**src/rtl/score_display_pkg.sv**
```systemverilog
// score_display_pkg
// Shared definitions for the score display scanner:
//   - active-low 7-segment codes (bit6=A .. bit0=G) for digits 0-9 and blank
//   - converter FSM state type
//   - max_decimal(): largest value representable in N decimal digits
package score_display_pkg;

  localparam logic [6:0] SEG_0     = 7'b0000001;
  localparam logic [6:0] SEG_1     = 7'b1001111;
  localparam logic [6:0] SEG_2     = 7'b0010010;
  localparam logic [6:0] SEG_3     = 7'b0000110;
  localparam logic [6:0] SEG_4     = 7'b1001100;
  localparam logic [6:0] SEG_5     = 7'b0100100;
  localparam logic [6:0] SEG_6     = 7'b0100000;
  localparam logic [6:0] SEG_7     = 7'b0001111;
  localparam logic [6:0] SEG_8     = 7'b0000000;
  localparam logic [6:0] SEG_9     = 7'b0000100;
  localparam logic [6:0] SEG_BLANK = 7'b1111111;

  typedef enum logic [1:0] {
    IDLE,
    CONVERT,
    COMMIT
  } conv_state_t;

  // 10^n - 1, the saturation bound for an n-digit display.
  function automatic logic [63:0] max_decimal(input int n);
    logic [63:0] r;
    r = 64'd1;
    for (int i = 0; i < n; i++) r = r * 64'd10;
    return r - 64'd1;
  endfunction

endpackage

```
**src/rtl/seven_seg_encoder.sv**
```systemverilog
// seven_seg_encoder
// Combinational BCD digit to active-low 7-segment pattern.
// Ports:
//   bcd   in  4  BCD digit; codes 10-15 render as blank
//   blank in  1  force all segments off
//   seg   out 7  active-low segments, bit6=A .. bit0=G
module seven_seg_encoder
  import score_display_pkg::*;
(
  input  logic [3:0] bcd,
  input  logic       blank,
  output logic [6:0] seg
);

  always_comb begin
    seg = SEG_BLANK;
    if (!blank) begin
      case (bcd)
        4'd0:    seg = SEG_0;
        4'd1:    seg = SEG_1;
        4'd2:    seg = SEG_2;
        4'd3:    seg = SEG_3;
        4'd4:    seg = SEG_4;
        4'd5:    seg = SEG_5;
        4'd6:    seg = SEG_6;
        4'd7:    seg = SEG_7;
        4'd8:    seg = SEG_8;
        4'd9:    seg = SEG_9;
        default: seg = SEG_BLANK;
      endcase
    end
  end

endmodule

```
**src/rtl/score_display_scanner.sv**
```systemverilog
// score_display_scanner
// Converts a binary score to BCD (sequential shift-add-3), commits it
// atomically to a display register and scans it onto a time-multiplexed
// active-low 7-segment display.
// Ports:
//   clock    in  1           rising-edge clock
//   resetn   in  1           synchronous active-low reset
//   load     in  1           capture value (dropped while converting)
//   value    in  BIN_WIDTH   unsigned binary score
//   busy     out 1           conversion in progress
//   overflow out 1           last committed value exceeded 10^NUM_DIGITS-1
//   seg      out 7           active-low segments, bit6=A .. bit0=G
//   an       out NUM_DIGITS  active-low digit enables, an[0] = LSD
module score_display_scanner
  import score_display_pkg::*;
#(
  parameter int NUM_DIGITS    = 5,
  parameter int BIN_WIDTH     = 17,
  parameter int REFRESH_DIV   = 100000,
  parameter int BLANK_LEADING = 1
) (
  input  logic                  clock,
  input  logic                  resetn,
  input  logic                  load,
  input  logic [BIN_WIDTH-1:0]  value,
  output logic                  busy,
  output logic                  overflow,
  output logic [6:0]            seg,
  output logic [NUM_DIGITS-1:0] an
);

  localparam int BCD_W = 4 * NUM_DIGITS;
  localparam int CNT_W = $clog2(BIN_WIDTH + 1);
  localparam int DIV_W = $clog2(REFRESH_DIV);
  localparam int IDX_W = (NUM_DIGITS > 1) ? $clog2(NUM_DIGITS) : 1;
  localparam logic [63:0] MAX_VAL = max_decimal(NUM_DIGITS);

  conv_state_t          state;
  logic [BIN_WIDTH-1:0] bin;
  logic [BCD_W-1:0]     bcd, bcd_adj, disp;
  logic                 pend_ovf;
  logic [CNT_W-1:0]     cnt;

  logic [DIV_W-1:0]      div_cnt;
  logic [IDX_W-1:0]      digit_idx;
  logic [3:0]            cur_nib;
  logic                  cur_blank, upper_zero;
  logic [NUM_DIGITS-1:0] an_sel;
  logic [6:0]            seg_enc;

  // Add-3 correction applied to every nibble before the shift.
  always_comb begin
    bcd_adj = '0;
    for (int i = 0; i < NUM_DIGITS; i++)
      bcd_adj[4*i +: 4] = (bcd[4*i +: 4] >= 4'd5) ? bcd[4*i +: 4] + 4'd3
                                                  : bcd[4*i +: 4];
  end

  // Converter FSM. busy tracks the CONVERT phase one cycle behind the
  // state so that it is high exactly BIN_WIDTH cycles and drops on the
  // same edge the display register is written.
  always_ff @(posedge clock) begin
    if (!resetn) begin
      state    <= IDLE;
      busy     <= 1'b0;
      overflow <= 1'b0;
      disp     <= '0;
      bin      <= '0;
      bcd      <= '0;
      pend_ovf <= 1'b0;
      cnt      <= '0;
    end else begin
      case (state)
        IDLE: begin
          if (load) begin
            bin      <= value;
            bcd      <= '0;
            pend_ovf <= (64'(value) > MAX_VAL);
            cnt      <= '0;
            state    <= CONVERT;
          end
        end
        CONVERT: begin
          busy <= 1'b1;
          // Carries out of the top nibble are dropped; saturation covers them.
          bcd  <= {bcd_adj[BCD_W-2:0], bin[BIN_WIDTH-1]};
          bin  <= bin << 1;
          cnt  <= cnt + 1'b1;
          if (cnt == CNT_W'(BIN_WIDTH - 1)) state <= COMMIT;
        end
        COMMIT: begin
          disp     <= pend_ovf ? {NUM_DIGITS{4'h9}} : bcd;
          overflow <= pend_ovf;
          busy     <= 1'b0;
          state    <= IDLE;
        end
        default: state <= IDLE;
      endcase
    end
  end

  // Digit mux, anode pattern and leading-zero detection for the current slot.
  // upper_zero accumulates from the top digit down, so at digit i it means
  // "this digit and all above are zero".
  always_comb begin
    cur_nib    = '0;
    cur_blank  = 1'b0;
    upper_zero = 1'b1;
    an_sel     = '1;
    for (int i = NUM_DIGITS - 1; i >= 0; i--) begin
      upper_zero = upper_zero & (disp[4*i +: 4] == 4'd0);
      if (IDX_W'(i) == digit_idx) begin
        cur_nib   = disp[4*i +: 4];
        an_sel[i] = 1'b0;
        cur_blank = (BLANK_LEADING != 0) && (i != 0) && upper_zero;
      end
    end
  end

  seven_seg_encoder u_enc (
    .bcd   (cur_nib),
    .blank (cur_blank),
    .seg   (seg_enc)
  );

  // Scanner with registered pins. On the terminal-count edge the anodes are
  // all driven off for one cycle while digit_idx moves to the next digit.
  always_ff @(posedge clock) begin
    if (!resetn) begin
      div_cnt   <= '0;
      digit_idx <= '0;
      seg       <= SEG_0;
      an        <= ~NUM_DIGITS'(1);
    end else begin
      seg <= seg_enc;
      if (div_cnt == DIV_W'(REFRESH_DIV - 1)) begin
        div_cnt   <= '0;
        digit_idx <= (digit_idx == IDX_W'(NUM_DIGITS - 1)) ? '0 : digit_idx + 1'b1;
        an        <= '1;
      end else begin
        div_cnt <= div_cnt + 1'b1;
        an      <= an_sel;
      end
    end
  end

endmodule

```
**config.mk**
```make
export PLATFORM = sky130hd
export DESIGN_NAME = score_display_scanner
export DESIGN_NICKNAME = d
export VERILOG_FILES = /design/src/rtl/score_display_pkg.sv /design/src/rtl/seven_seg_encoder.sv /design/src/rtl/score_display_scanner.sv
export SDC_FILE = /design/constraint.sdc
export NUM_CORES = 1
export LEC_CHECK = 0
export CORE_MARGIN = 1.5
export CORE_UTILIZATION = 50
export DETAILED_ROUTE_END_ITERATION = 6
export HOLD_SLACK_MARGIN = 0.05
export MAX_ROUTING_LAYER = met4
export PLACE_DENSITY = 0.72
export SYNTH_ARGS = -nofsm -noshare
export SYNTH_HDL_FRONTEND = slang
export SYNTH_SLANG_ARGS = --single-unit
```
**constraint.sdc**
```tcl
create_clock -name clock -period 3.1 [get_ports clock]
set_input_delay 0.31 -clock clock [delete_from_list [all_inputs] [get_ports clock]]
set_output_delay 0.31 -clock clock [all_outputs]
set_load 0.03 [all_outputs]
```
==> metrics <==
status completed; post-synthesis register bit count 99; CTS Buffer Depth 2; final setup violation count 0; Yosys cell types 56; I/O pin cnt 34; die width 103.0 um; synthesized net count 621; proportion of layout cells with a drive suffix above 1 0.05705; die area 10620 um2; first-pass GRT wire length 17680 um; post-synthesis mux area share 0.05500; CP bufs+invs 2; CTS tree built; Synth Area in XOR/XNOR 0.04375; Synth Area in Adders 0.06750; Crit. End Element flip-flop; area delta synth->final 13.20%; Iter 0 DRT Violations 159; crit path cell chain inv_1, ha_1, nand2_1, a32oi_1, o22ai_1, inv_1, ha_1, a2111oi_0, nor2_1; Worst-path clk slew 0.09 ns; Reg2Reg Depth 9; RSZ-0062 raised after global routing false; worst-margin pin slew 0.8028 ns; via count of the first global-routing pass 3755; post-synthesis simple-gate area fraction 0.1965; FF+latch area 1982 um2; H-tree depth 3; row count 36; compound-cell area share of the yosys netlist 0.1890; total global routing overflow 0; Hold Crit Endpoint bin[10]$_SDFFE_PN0P_; worst skew pair latency 0.37 ns; Synth Flop Type dfxtp_1; post-layout util 0.5823; Hold Buf Count CTS 0; CTS Sinks 99; fillers 886; dpl ws 0.4445 ns; CP required 3.35 ns; Layout Skew 0.008839 ns; Mapped Cells 574; Period minus WS final 2.759 ns; fmax 362.4 MHz; setup TNS 0 ns; antenna cells 0; area leader, netlist dfxtp_1; Worst Hold Depth 2; Core ar. 9729 um2; DIE HEIGHT 103.0 um; Mapped Area 5005 um2; Multi-input gate area 2761 um2; crit start category flip-flop; CP arrival 3.01 ns; HP Class input pin to flip-flop; Initial Util 0.5144; WL final 10350 um; drt first pass iters 4; Post-DP HPWL 7186 um; Post-synth ARST share 0; DR vias/cell 5.458; post-CTS sizing 0; Post-synth top cells dfxtp_1 (99), nand2_1 (52), a21oi_1 (35), inv_1 (35), nor2_1 (32); Ys Warns 0; routed length per placed instance 14.19 um; top post-synthesis cells by area dfxtp_1 (40%), ha_1 (6.8%), mux2i_1 (4.6%); nets 638; crit-path max FO 18; Worst R2R End seg[1]$_SDFF_PN0_; most common cell in the netlist dfxtp_1; leakage 0.002189 uW; hold_sp resetn; Post-synth EDFFs 0; Via Count 3979; antenna viol nets, final 0; largest net degree at the start of global routing 53; setup slack, reg-to-reg 0.34 ns; worst vdd ir 293.0 uV; initial antenna violation count 0; Setup WS post-layout 0.3407 ns; placer congestion estimate 0.9126; P per Cell Area 518.1 nW/um2; Slew HR 0.4641; r2r startpoint digit_idx[2]$_SDFFE_PN0P_; input/output buffers 33; largest delay contributor family on the critical path compound AO/OA/AOI/OAI gates; Total GRT Usage 0.2180; largest family of logic cells by synthesized area simple AND/OR/NAND/NOR gates; critical path type flip-flop to flip-flop; max-cap violation count 0; register area share after synthesis 0.3960; clock buffers created by TritonCTS 9; Root Buffer clkbuf_8; mean area per synthesized cell 8.719 um2; Hold Vio Cnt, Final 0; Slew Viols, Final 0; Residual DRC 0; slowest stage delay, CP 0.64 ns; period utilization 0.8901; slowest stage cell, crit path dfxtp_1; top cell type's share of synthesized area 0.3960; setup bufs post-CTS 0
cell type report:
| cell class | count | share of cell area |
|---|---|---|
| Multi-Input combinational cell | 408 | 0.4874 |
| Sequential cell | 99 | 0.3498 |
| Timing Repair Buffer | 38 | 0.06625 |
| Tap cell | 133 | 0.02937 |
| Clock buffer | 10 | 0.02429 |
| Inverter | 35 | 0.02319 |
| Clock inverter | 6 | 0.01966 |
sequential cells by signal (all words and copies together), names as in the netlist:
name       flops
seg            7
state          2
busy           1
div_cnt       17
bcd           20
cnt            5
pend_ovf       1
disp          20
bin           17
overflow       1
an             5
digit_idx      3
cells by family (layout without fill, tap and decap cells):
| family | count (synthesis) | after routing |
|---|---|---|
| AND/OR/NAND/NOR | 190 | 190 |
| AO/OA/AOI/OAI | 139 | 139 |
| flip-flops | 99 | 99 |
| buffers and inverters | 67 | 89 |
| adder cells (fa/ha/maj) | 27 | 27 |
| multiplexers | 27 | 27 |
| XOR/XNOR | 25 | 25 |
metal layers:
metal	part of all wire	wire length (um)	vias up	global-route usage
li1	-	-	2037	-
met1	0.49	5042	1869	0.2969
met2	0.46	4785	57	0.3239
met3	0.029	303	16	0.02644
met4	0.021	213	0	0.09771
met5	0	0	-	-
metrics by stage:
| step | total power (uW) | cells | hold slack [ns] | instance area [um2] |
|---|---|---|---|---|
| floorplan | 1801 | 574 | 0.4107 | 5005 |
| global route | 3085 | 729 | 0.4681 | 5665 |
| global placement | 1936 | 713 | 0.4254 | 5416 |
| CTS | 2963 | 729 | 0.4335 | 5665 |
| finish | 2935 | 729 | 0.4511 | 5665 |
| detailed placement | 1959 | 713 | 0.4410 | 5416 |
placed cells by master (no fill, tap or decap), types with 10 or more instances in the layout:
master           synthesis  layout
dfxtp_1                 99      99
nand2_1                 52      52
a21oi_1                 35      35
inv_1                   35      35
nor2_1                  32      32
clkdlybuf4s50_1          0      32
o21ai_0                 31      31
ha_1                    27      27
and2_1                  24      24
mux2i_1                 23      23
nor2b_1                 18      18
o211a_1                 16      16
xor2_1                  14      14
nand3_1                 12      12
o22ai_1                 11      11
xnor2_1                 11      11
nand2b_1                10      10
clkbuf_8                 0      10
worst register-to-register path, cell delays in order (launching register included):
cell	delay, ns
dfxtp_1	0.64
inv_1	0.17
ha_1	0.34
nand2_1	0.12
a32oi_1	0.05
o22ai_1	0.43
inv_1	0.15
ha_1	0.24
a2111oi_0	0.42
nor2_1	0.07
power by group:
group          total (uW)  internal [uW]  switching, uW  leakage [uW]
Combinational         505            205            300       0.00126
Sequential           1420           1360           60.1      0.000805
Clock                1010            559            447      0.000123
worst max-delay path by stage:
stage,from,end,slack (ns),depth (start not counted)
finish,digit_idx[2]$_SDFFE_PN0P_,seg[1]$_SDFF_PN0_,0.34,9
global route,digit_idx[2]$_SDFFE_PN0P_,seg[1]$_SDFF_PN0_,0.10,10
CTS,digit_idx[2]$_SDFFE_PN0P_,seg[1]$_SDFF_PN0_,0.42,9
detailed placement,digit_idx[2]$_SDFFE_PN0P_,seg[1]$_SDFF_PN0_,0.44,9
global placement,digit_idx[2]$_SDFFE_PN0P_,seg[1]$_SDFF_PN0_,0.55,9
floorplan,digit_idx[0]$_SDFFE_PN0P_,seg[1]$_SDFF_PN0_,0.81,10
Power figures use the tool's default switching activity.
